[src/rtl/lc3b_dcache.sv]
// lc3b_dcache: direct-mapped, write-back, write-allocate data cache.
// 8 sets x 16-byte lines; 9-bit tag; single-beat 128-bit pmem port.
//
// Ports:
//   clk, rst            rising-edge clock, synchronous active-high reset
//   mem_address/read/write/wmask/wdata  CPU request (held until mem_resp)
//   mem_rdata/mem_resp  CPU read data and completion strobe
//   pmem_address/read/write/wdata      line fill / writeback request
//   pmem_rdata/pmem_resp               line data and completion strobe
module lc3b_dcache (
    input  logic         clk,
    input  logic         rst,
    input  logic [15:0]  mem_address,
    input  logic         mem_read,
    input  logic         mem_write,
    input  logic [1:0]   mem_wmask,
    input  logic [15:0]  mem_wdata,
    output logic [15:0]  mem_rdata,
    output logic         mem_resp,
    output logic [15:0]  pmem_address,
    output logic         pmem_read,
    output logic         pmem_write,
    output logic [127:0] pmem_wdata,
    input  logic [127:0] pmem_rdata,
    input  logic         pmem_resp
);

    typedef logic [2:0]   lc3b_set;
    typedef logic [8:0]   lc3b_tag;
    typedef logic [127:0] lc3b_burst;
    typedef logic [2:0]   lc3b_word_sel;

    typedef enum logic [1:0] {
        S_IDLE,
        S_WRITEBACK,
        S_FILL
    } state_t;

    state_t    state_q, state_d;
    logic [7:0] valid_q, valid_d;
    logic [7:0] dirty_q, dirty_d;
    lc3b_tag   tag_q  [8];
    lc3b_burst data_q [8];

    lc3b_set      set;
    lc3b_tag      tag;
    lc3b_word_sel word_sel;
    lc3b_burst    line;
    lc3b_burst    merged;
    lc3b_burst    data_wline;
    logic         data_we;
    logic         tag_we;
    logic         hit;
    logic         is_req;
    logic         unused_addr0;

    assign set          = mem_address[6:4];
    assign tag          = mem_address[15:7];
    assign word_sel     = mem_address[3:1];
    assign unused_addr0 = mem_address[0];

    assign line   = data_q[set];
    assign hit    = valid_q[set] && (tag_q[set] == tag);
    assign is_req = mem_read | mem_write;

    assign mem_rdata = line[{word_sel, 4'h0} +: 16];

    // Byte-merge of the write data into the currently resident line.
    always_comb begin
        merged = line;
        if (mem_wmask[0]) begin
            merged[{word_sel, 4'h0} +: 8] = mem_wdata[7:0];
        end
        if (mem_wmask[1]) begin
            merged[{word_sel, 4'h8} +: 8] = mem_wdata[15:8];
        end
    end

    always_comb begin
        state_d      = state_q;
        valid_d      = valid_q;
        dirty_d      = dirty_q;
        mem_resp     = 1'b0;
        pmem_read    = 1'b0;
        pmem_write   = 1'b0;
        pmem_address = {mem_address[15:4], 4'h0};
        pmem_wdata   = line;
        data_we      = 1'b0;
        data_wline   = merged;
        tag_we       = 1'b0;

        // Outputs and array writes are suppressed while reset is held so
        // an abandoned fill never lands in the data array.
        if (!rst) begin
            unique case (state_q)
                S_IDLE: begin
                    if (is_req) begin
                        if (hit) begin
                            mem_resp = 1'b1;
                            if (mem_write) begin
                                data_we      = 1'b1;
                                data_wline   = merged;
                                dirty_d[set] = 1'b1;
                            end
                        end else if (valid_q[set] && dirty_q[set]) begin
                            state_d = S_WRITEBACK;
                        end else begin
                            state_d = S_FILL;
                        end
                    end
                end
                S_WRITEBACK: begin
                    pmem_write   = 1'b1;
                    pmem_address = {tag_q[set], set, 4'h0};
                    if (pmem_resp) begin
                        dirty_d[set] = 1'b0;
                        state_d      = S_FILL;
                    end
                end
                S_FILL: begin
                    pmem_read = 1'b1;
                    if (pmem_resp) begin
                        data_we      = 1'b1;
                        data_wline   = pmem_rdata;
                        tag_we       = 1'b1;
                        valid_d[set] = 1'b1;
                        dirty_d[set] = 1'b0;
                        state_d      = S_IDLE;
                    end
                end
                default: begin
                    state_d = S_IDLE;
                end
            endcase
        end
    end

    always_ff @(posedge clk) begin
        if (rst) begin
            state_q <= S_IDLE;
            valid_q <= '0;
            dirty_q <= '0;
        end else begin
            state_q <= state_d;
            valid_q <= valid_d;
            dirty_q <= dirty_d;
        end
    end

    // Tag and data arrays carry no reset; valid bits guard them.
    always_ff @(posedge clk) begin
        if (data_we) begin
            data_q[set] <= data_wline;
        end
        if (tag_we) begin
            tag_q[set] <= tag;
        end
    end

endmodule

[config.mk]
export PLATFORM = sky130hd
export DESIGN_NAME = lc3b_dcache
export DESIGN_NICKNAME = d
export VERILOG_FILES = /design/src/rtl/lc3b_dcache.sv
export SDC_FILE = /design/constraint.sdc
export NUM_CORES = 1
export LEC_CHECK = 0
export ABC_AREA = 0
export ABC_CLOCK_PERIOD_IN_PS = 11390
export CELL_PAD_IN_SITES_DETAIL_PLACEMENT = 1
export CELL_PAD_IN_SITES_GLOBAL_PLACEMENT = 2
export CORE_MARGIN = 2
export CORE_UTILIZATION = 43
export CTS_CLUSTER_DIAMETER = 80
export DETAILED_ROUTE_END_ITERATION = 16
export PLACE_DENSITY_LB_ADDON = 0.1
export RECOVER_POWER = 25
export SLEW_MARGIN = 10
export SYNTH_ARGS = -nofsm -noshare
export SYNTH_HDL_FRONTEND = slang
export SYNTH_SLANG_ARGS = --single-unit
[constraint.sdc]
create_clock -name clk -period 11.39 [get_ports clk]
set_clock_uncertainty 0.15 [all_clocks]
set_input_delay 2.278 -clock clk [delete_from_list [all_inputs] [get_ports clk]]
set_output_delay 2.278 -clock clk [all_outputs]
set_load 0.05 [all_outputs]
==> results of run 1 <==
## area by class of cell
type                    count  area [sq um]  area share, %
clock buffers             151          3060           5.72
inverters                  85           319          0.597
multi-input cells        1530         10500           19.6
flip-flops and latches   1114         33300           62.3
repair buffers            407          4090           7.65
diodes                      4          10.0         0.0187
clock inverters            54           488          0.913
well taps                1380          1730           3.23
## cells in the mapped netlist, types with 5 or more instances
cell	instances	share of area, %
a41oi_1	8	0.16
a221oi_1	78	1.5
xnor2_1	7	0.14
and2_1	14	0.20
nand3_1	30	0.34
edfxtp_1	1096	73
dfxtp_1	18	0.80
and4_1	8	0.16
inv_1	80	0.67
nor2b_1	8	0.11
a21oi_1	150	1.7
buf_1	19	0.16
o21ai_0	89	0.99
mux2i_1	43	0.96
clkbuf_1	132	1.1
a221o_1	5	0.11
mux2_2	19	0.48
mux4_2	50	2.5
a211oi_1	13	0.22
buf_2	48	0.54
o22ai_1	11	0.15
a41o_1	9	0.20
nand4_1	45	0.63
and3_1	46	0.64
a22o_1	57	1.1
nor2_1	253	2.1
buf_4	12	0.20
a22oi_1	329	5.5
ha_1	9	0.25
nand2_1	151	1.3
a31oi_1	43	0.60
## per-layer routing
layer  share of wire, %  routed length, um  global-route usage (%)  vias to the layer above
li1                   -                  -                       -                    12300
met2                 48              77600                    48.5                     1384
met5             0.0043                  7                       0                        -
met4                2.5               3980                    8.23                        2
met3                8.1              13000                    4.92                      201
met1                 41              66400                    41.6                    15800
## final timing paths
path / endpoint / slack, ns / depth (start not counted)
max: mem_resp / 1.25 / 10
min: valid_q[1] / 0.33 / 2
max reg2reg: data_q[3][73] / 4.42 / 7
min reg2reg: valid_q[1] / 0.33 / 2
## power breakdown
part	switching, mW	internal (mW)
registers	0.00705	4.64
logic	0.801	0.316
clock network	1.53	2.07
## state kept, by name (all words and copies together), names as in the netlist, named ones only
signal / cells
tag_q: 72
state_q: 2
data_q: 1024
valid_q: 8
## worst max-delay path, stage by stage
cell and delay (ns):
buf_4 0.60, buf_4 0.70, and2_0 0.39, clkbuf_1 0.87, a211oi_1 0.27, xnor2_1 0.22, nor4b_1 0.40, and2_0 0.63
nor3b_1 0.35, clkdlybuf4s50_1 0.87
## kinds of logic after synthesis
kind of cell | Yosys count
buf+inv | 296
other cells | 1
xor+xnor | 7
simple gates | 587
mux | 114
flops | 1114
fa+ha+maj | 9
compound gates | 809
## per-stage QoR
| step | area, sq um | total power [mW] | utilization (%) | std cells |
|---|---|---|---|---|
| global route | 53400 | 9.61 | 51.6 | 4721 |
| floorplan | 44800 | 5.34 | - | 2940 |
| detailed placement | 49900 | 5.84 | 48.2 | 4516 |
| global placement | 49900 | 5.81 | 48.2 | 4516 |
| CTS | 53500 | 9.41 | 51.7 | 4721 |
| finish | 53400 | 9.37 | 51.6 | 4725 |
==> results.tsv, run 1 <==
stage	metric	value	unit
status	outcome	complete, but fails checks	
status	failing checks	capacitance limit, slew limit	
yosys	Cell variety after synth	64	
die	die width	327	um
yosys	Synth Warn #	0	
critical_path	WP data required	8.96	ns
cells_and_area	commonest non-fill, non-tap cell in the layout	edfxtp_1	
global_routing	largest net degree at the start of global routing	121	
yosys	register bit total from synthesis	1114	
critical_path	CP startpoint	mem_address[6]	
die	Die Y	327	um
sta	fmax	98.6	MHz
cells_and_area	nets	3427	
yosys	sequential share of the synthesized area	74.3	%
detailed_routing	Final ANT Viol Nets	0	
cells_and_area	layout cells sized above 1	9.67	%
global_routing	first-pass GRT wire length	227000	um
clocking	# resized after CTS	0	
critical_path	Worst Setup End Kind	output pin	
critical_path	Worst EP arrival	7.72	ns
yosys	Synth Area in Compound Gates	12.6	%
clocking	Max Root-Sink Buffers	3	
job	max-cap violations	2	
sta	RSZ-0062 raised after global routing	false	
global_routing	antenna violations before repair	4	
yosys	mux cell area share after synthesis	4.00	%
place	Setup WS pre-CTS	1.97	ns
critical_path	critical path launch point type	input port	
yosys	Synth async-reset ratio	0	%
yosys	simple-gate portion of the synthesized area	5.99	%
power_and_ir_drop	pwr/cell area	175	nW/um^2
power_and_ir_drop	peak supply drop	0.120	mV
sta	slack of the critical path	1.25	ns
clocking	H-tree depth	3	
yosys	Mean Syn Cell Area	15.3	sq um
power_and_ir_drop	static leakage	17.3	nW
global_routing	grt total ovfl	0	
critical_path	Crit Path Class	input port to output pin	
yosys	main combinational cell family by area after synthesis	compound AO/OA/AOI/OAI gates	
critical_path	CP Max Fanout	45	
clocking	Root Driver	clkbuf_16	
clocking	CTS clk-pin slew, worst paths	0.06	ns
die	num rows	118	
yosys	Synth Area in Adders	0.251	%
detailed_routing	DRC violations left	0	
sta	post-route minimum period	10.14	ns
clocking	CTS tree	yes	
global_routing	vias in the first global route	29900	
sta	final hold viol count	0	
sta	Relative slew margins	-106	%
min_path	Hold Crit Class	register to register	
detailed_routing	Avg WL per Cell	34.1	um
place	IO Port Bufs	324	
cells_and_area	most frequent cells in the layout	edfxtp_1, a22oi_1, clkdlybuf4s50_1	
clocking	CTS Hold Bufs	0	
sta	worst slew pin tran	3.09	ns
die	Initial Util	43.3	%
sta	Final setup viols	0	
die	# IOs	330	
detailed_routing	vias per cell	6.29	
yosys	Cells after Synth	2937	
yosys	Synth Cell Area	44800	sq um
yosys	ys flop type	edfxtp_1	
sta	fin crit share	89.1	%
clocking	clock latency on the worst-skew pair	0.71	ns
clocking	Post-CTS Setup Bufs	0	
sta	Max Slew Vio Count	181	
detailed_routing	Initial DRC Count	3341	
cells_and_area	Fillers	9821	
place	HPWL Detailed	98400	um
sta	hold_ws	0.331	ns
die	die area	107000	sq um
cells_and_area	area delta synth->final	19.3	%
detailed_routing	WL final	161000	um
die	CORE AREA	103000	sq um
sta	Setup TNS	0	ns
clocking	clock sink count	1114	
place	GP Congestion	0.807	
clocking	cts bufs inserted	113	
min_path	beginning of the worst hold path	valid_q[1]	
critical_path	Reg2Reg Launch Point	state_q[0]	
yosys	Post-synth EDFFs	1096	
detailed_routing	number of iterations in the first detailed-routing pass	5	
yosys	XOR/XNOR Fraction of Synth Area	0.137	%
global_routing	Tot GR Track Use	29.8	%
detailed_routing	total number of vias	29700	
No activity file was read; power rests on OpenSTA's default activity.
==> run 2, diff against run 1 <==
--- a/config.mk
+++ b/config.mk
@@ -6,11 +6,11 @@
 export NUM_CORES = 1
 export LEC_CHECK = 0
 export ABC_AREA = 0
-export ABC_CLOCK_PERIOD_IN_PS = 11390
+export ABC_CLOCK_PERIOD_IN_PS = 12000
 export CELL_PAD_IN_SITES_DETAIL_PLACEMENT = 1
 export CELL_PAD_IN_SITES_GLOBAL_PLACEMENT = 2
 export CORE_MARGIN = 2
-export CORE_UTILIZATION = 43
+export CORE_UTILIZATION = 45
 export CTS_CLUSTER_DIAMETER = 80
 export DETAILED_ROUTE_END_ITERATION = 16
 export PLACE_DENSITY_LB_ADDON = 0.1
==> constraint.sdc (replaced) <==
create_clock -name clk -period 12 [get_ports clk]
set_clock_uncertainty 0.15 [all_clocks]
set_input_delay 2.4 -clock clk [delete_from_list [all_inputs] [get_ports clk]]
set_output_delay 2.4 -clock clk [all_outputs]
set_load 0.05 [all_outputs]
==> run 2 against run 1 <==
The flow still finishes with violations (capacitance limit, slew limit). Final cell count fell by 2.1%. Utilization rose by 2.5 points. Die area fell by 4.4%. Sequential share of layout area rose by 0.073 points. Register-to-register slack improved by 0.62 ns. Design area fell by 0.12%. Setup slack improved by 0.20 ns. Power fell by 3.0%. Wire length fell by 1.9%. Global-route usage rose by 0.90 points. Largest cell class unchanged. Largest power group unchanged. Highest routed layer unchanged.
==> results.tsv, run 2 (same netlist as run 1, synthesis figures left out) <==
stage	metric	value	unit	change
status	outcome	complete, but fails checks		
status	failing checks	capacitance limit, slew limit		
critical_path	Worst Setup End Kind	output pin		
critical_path	critical path launch point type	input port		
clocking	cts bufs inserted	117		+3.5%
cells_and_area	area delta synth->final	19.1	%	
die	# IOs	330		unchanged
detailed_routing	total number of vias	29700		-0.11%
detailed_routing	WL final	158000	um	-1.9%
cells_and_area	Biggest register	data_q		
cells_and_area	post-route insts no fill	4628		-2.1%
detailed_routing	number of iterations in the first detailed-routing pass	5		unchanged
detailed_routing	vias per cell	6.41		+2.0%
power_and_ir_drop	share of total power in the clock network	39.8	%	+1.3 points
die	die width	320	um	-2.2%
sta	Final setup viols	0		unchanged
clocking	Post-CTS Setup Bufs	0		unchanged
clocking	CTS tree	yes		
place	GP Congestion	0.804		-0.32%
clocking	CTS Hold Bufs	0		unchanged
power_and_ir_drop	switching share of power	24.9	%	-0.086 points
detailed_routing	Initial DRC Count	3410		+2.1%
cells_and_area	max reg flops	1024		unchanged
min_path	Hold Crit Class	register to register		
power_and_ir_drop	internal power	6.83	mW	-2.9%
power_and_ir_drop	pwr/cell area	170	nW/um^2	-2.9%
clocking	Max Root-Sink Buffers	3		unchanged
sta	Relative slew margins	-164	%	-58 points
critical_path	Worst EP arrival	8.01	ns	+0.29 ns
die	CORE AREA	98600	sq um	-4.8%
power_and_ir_drop	Switch Pwr	2.26	mW	-3.3%
sta	post-route minimum period	10.56	ns	
cells_and_area	nets	3414		-0.38%
critical_path	crit-path leading delay family	buffers and inverters		
global_routing	largest net degree at the start of global routing	158		+31%
critical_path	CP peak stage delay	1.05	ns	+0.18 ns
global_routing	vias in the first global route	30400		+1.8%
critical_path	slowest CP cell	clkbuf_1		
cells_and_area	commonest non-fill, non-tap cell in the layout	edfxtp_1		
clocking	H-tree depth	3		unchanged
place	HPWL Detailed	94500	um	-4.0%
clocking	Root Driver	clkbuf_16		
critical_path	Worst R2R Setup Slack	5.04	ns	+0.62 ns
critical_path	WP data required	9.45	ns	+0.49 ns
cells_and_area	biggest regs	data_q x1024, tag_q x72, valid_q x8		
sta	fin crit share	88.0	%	
detailed_routing	Avg WL per Cell	34.1	um	+0.19%
detailed_routing	DRC violations left	0		unchanged
clocking	clock sink count	1114		unchanged
critical_path	CP Max Fanout	47		+4.4%
die	num rows	115		-2.5%
cells_and_area	register area	33300	sq um	unchanged
die	die area	102000	sq um	-4.4%
critical_path	Buf+Inv Stages, Crit Path	5		+1
critical_path	Crit Path Class	input port to output pin		
power_and_ir_drop	combinational fraction of design power	11.6	%	-0.3 points
sta	Max Slew Vio Count	233		+29%
power_and_ir_drop	sequential share of power	48.6	%	-1.0 points
global_routing	first-pass GRT wire length	225000	um	-0.95%
job	max-cap violations	2		unchanged
global_routing	Tot GR Track Use	30.7	%	+0.90 points
global_routing	grt total ovfl	0		unchanged
sta	worst slew pin tran	3.96	ns	+0.869 ns
place	IO Port Bufs	324		unchanged
power_and_ir_drop	peak supply drop	0.144	mV	+20%
detailed_routing	Final ANT Viol Nets	0		unchanged
cells_and_area	layout cells sized above 1	9.97	%	+0.31 points
sta	Setup TNS	0	ns	unchanged
place	DP Cell Count	4406		-2.4%
sta	fmax	94.7	MHz	
global_routing	antenna violations before repair	5		+1
sta	RSZ-0062 raised after global routing	false		
clocking	# resized after CTS	0		unchanged
clocking	clock latency on the worst-skew pair	0.70	ns	about the same
critical_path	Worst path most repeated cell	buf_4		
power_and_ir_drop	static leakage	17.3	nW	+0.35%
die	Die Y	320	um	-2.2%
critical_path	Cell Chain, Critical Path	buf_4 -> buf_4 -> inv_2 -> nor3_1 -> clkbuf_1 -> a22oi_1 -> and3_1 -> mux4_2 -> a21oi_1 -> clkdlybuf4s50_1		
cells_and_area	Fillers	9239		-5.9%
die	Initial Util	45.5	%	+2.2 points
cells_and_area	most frequent cells in the layout	edfxtp_1, a22oi_1, clkdlybuf4s50_1		
sta	final hold viol count	0		unchanged
clocking	CTS clk-pin slew, worst paths	0.06	ns	about the same
cells_and_area	area of the multi-input gates	10400	sq um	-0.30%
[run 2: changes by cell type in the layout (fill, tap and decap cells not counted), sizes merged]
cell and change:
inv +1, buf -11, bufinv +5, diode -2, clkinvlp +2, clkinv +16
clkbuf -15
[run 2: layout make-up]
cell class	instances	area share [%]
Clock inverter	78	1.39
Clock buffer	142	5.78
Timing Repair Buffer	390	7.30
Sequential cell	1114	62.3
Inverter	85	0.598
Antenna cell	2	0.00938
Tap cell	1287	3.02
Multi-Input combinational cell	1530	19.6
[run 2: power by group through the flow]
stage	registers, mW	clock network (mW)	logic [mW]
floorplan	4.49	0	0.581
detailed placement	4.49	0	1.04
global route	4.42	3.80	1.10
global placement	4.49	0	1.02
CTS	4.41	3.66	1.05
finish	4.42	3.62	1.05
[run 2: path summary, 6_finish.rpt]
kind | from | to | depth (start not counted)
setup reg to reg | state_q[0] | data_q[3][59] | 7
setup / recovery | mem_address[6] | mem_rdata[9] | 10
hold / removal | valid_q[3] | valid_q[3] | 2
hold reg to reg | valid_q[3] | valid_q[3] | 2
[run 2: worst min-delay path, cell delays in order, from the launching register on]
cell	delay [ns]
dfxtp_1	0.30
inv_1	0.05
o22ai_1	0.07
[run 2: metrics by stage]
stage          power (mW)  instance area (sq um)  hold WS (ns)  setup WS [ns]  utilization, %
6_report             9.09                  53400         0.326           1.44            54.1
5_1_grt              9.32                  53400         0.362           1.20            54.1
4_1_cts              9.12                  53400         0.329           2.36            54.2
3_5_place_dp         5.53                  49600         0.320           2.40            50.3
3_3_place_gp         5.50                  49600         0.303           2.39            50.3
2_1_floorplan        5.07                  44800         0.291           1.35               -
[run 2: layer usage]
layer	part of all wire, %	GRT usage, %	vias to the layer above
met2	48	49.7	1363
met1	41	42.6	15700
met5	0.015	0	-
met3	7.8	5.34	243
met4	3.0	9.40	4
li1	-	-	12300
==> variant, RTL diff (settings of run 1) <==
Add an input register stage for `mem_wmask`; this delays it by one clock. The other inputs are not delayed to match.
--- a/src/rtl/lc3b_dcache.sv
+++ b/src/rtl/lc3b_dcache.sv
@@ -38,2 +38,8 @@
 
+    logic [1:0] mem_wmask_q;
+
+    always_ff @(posedge clk) begin
+        mem_wmask_q <= mem_wmask;
+    end
+
     state_t    state_q, state_d;
@@ -70,6 +76,6 @@
         merged = line;
-        if (mem_wmask[0]) begin
+        if (mem_wmask_q[0]) begin
             merged[{word_sel, 4'h0} +: 8] = mem_wdata[7:0];
         end
-        if (mem_wmask[1]) begin
+        if (mem_wmask_q[1]) begin
             merged[{word_sel, 4'h8} +: 8] = mem_wdata[15:8];
Check against the original RTL: not settled (the Yosys comparison gave no result); the edit may change what the design does.
==> variant against run 1 <==
- the run still ends with max-capacitance violations, max-slew violations left
- critical path type is now in2reg
- worst setup slack better by 0.26 ns
- sequential cell count up 2
- area after synthesis about the same
- power up 0.10%
- design area down 0.26%
- routed wire length down 0.75%
- fmax up 2.6%
- final cell count down 1.6%
==> variant: results (changes against run 1) <==
- # nets final: 3355 (-2.1%)
- Register area share after synthesis: 74.3% (about the same)
- Vias in the first global route: 29600 (-1.0%)
- WL met3: 13.9 mm (+6.6%)
- Layout cells sized above 1: 10.3% (+0.65 points)
- Cell variety after synth: 65 (+1.6%)
- CP arrival: 10.15 ns (+2.43 ns)
- Antenna violations before repair: 8 (+4)
- Global-route wire length before repair: 225 mm (-1.1%)
- Slew @ Worst Pin: 3.50 ns (+0.409 ns)
- Largest net degree at the start of global routing: 122 (+0.83%)
- Fin Hold WS: 0.299 ns (-0.0317 ns)
- TritonCTS Buffers: 114 (+0.88%)
- FF-to-FF path depth: 8 (+1)
- H-tree depth: 3 (unchanged)
- All-Layer GR Usage: 29.5% (-0.30 points)
- Failing checks: max-capacitance violations, max-slew violations
- Largest delay contributor family on the critical path: buffers and inverters
- Fill count: 9766 (-0.56%)
- Slowest Stage Delay on Critical Path: 2.55 ns (+1.68 ns)
- XOR/XNOR Fraction of Synth Area: 0.0782% (-0.059 points)
- Synth Area in Adders: 0.251% (about the same)
- Critical Path Start: rst
- Max Used Layer: met4
- Avg WL per Cell: 34.4 microns (+0.90%)
- Synth cell count leaders: 1096 x edfxtp_1, 346 x a22oi_1, 212 x nor2_1, 143 x a21oi_1, 130 x clkbuf_1
- R2R setup slack: 3.33 ns (-1.09 ns)
- Hold Startpoint: valid_q[7]$_SDFFE_PP0P_
- Yosys Warn Count: 0 (unchanged)
- Post-synth EDFFs: 1096 (unchanged)
- Root Driver: clkbuf_16
- Post_cts resized: 0 (unchanged)
- Status: finished with violations
- DRT iter0 DRCs: 3380 (+1.2%)
- R2R Path Start: state_q[0]$_SDFFE_PP0P_
- Crit path to: data_q[3][65]$_DFFE_PP_
- Max-cap violations: 6 (+4)
- Detailed placement HPWL: 96.6 mm (-1.9%)
- Hold Path Stages: 1 (-1)
- Clock-pin slew on the worst setup and hold paths: 0.06 ns (about the same)
- M1 WL: 67.3 mm (+1.4%)
- Worst path slowest cell: clkbuf_1
- WL met2: 74.3 mm (-4.3%)
- Max VDD drop: 0.130 mV (+8.0%)
- Biggest registers after layout: data_q x1024, tag_q x72, valid_q x8
- Via density: 6.33 (+0.67%)
- Leak Pwr: 17.2 nW (-0.22%)
- Gpl congestion: 0.795 (-1.4%)
- Multiplexer share of the synthesized area: 4.66% (+0.66 points)
- Hold Path Sink: valid_q[7]$_SDFFE_PP0P_
- Crit Path Max Fanout: 60 (+33%)
- Area contributors post-synth: edfxtp_1 73%, a22oi_1 5.8%, mux4_2 2.5%
- Max Slew Vio Count: 297 (+64%)
- Complex-gate fraction of the synthesized area: 12.5% (-0.18 points)
[variant: final cells by class]
type                    instances  area [sq um]  area share, %
repair buffers                410          3990           7.49
flip-flops and latches       1116         33300           62.5
well taps                    1380          1730           3.24
multi-input cells            1477         10500           19.7
clock inverters                58           474          0.890
diodes                          1          2.50        0.00470
clock buffers                 146          3060           5.74
inverters                      60           225          0.423
[variant: cell families after synthesis]
kind of cell	after synthesis
compound gates	785
xor+xnor	4
fa+ha+maj	9
buf+inv	276
flops	1116
mux	141
other cells	1
simple gates	534
[variant: through the flow]
step	util [%]	power [mW]	std cells	worst slack [ns]	instance area [sq um]
floorplan	-	5.36	2869	0.870	44800
global placement	48.1	5.82	4443	2.22	49800
detailed placement	48.1	5.85	4443	2.18	49800
CTS	51.5	9.42	4647	2.18	53300
global route	51.5	9.63	4647	1.13	53300
finish	51.5	9.38	4648	1.50	53300
[variant: per-layer routing]
layer  vias up  GRT usage, %
met5         -             0
met4         0          8.39
li1      12200             -
met3       218          4.66
met2      1513          46.3
met1     15500          42.8
[variant: report_power, final]
group / switching, mW / internal [mW] / leakage (nW) / total (mW)
sequential: 0.00776 / 4.65 / 10.1 / 4.66
clock: 1.55 / 2.06 / 1.73 / 3.60
combinational: 0.800 / 0.323 / 5.42 / 1.12
total: 2.35 / 7.03 / 17.2 / 9.38
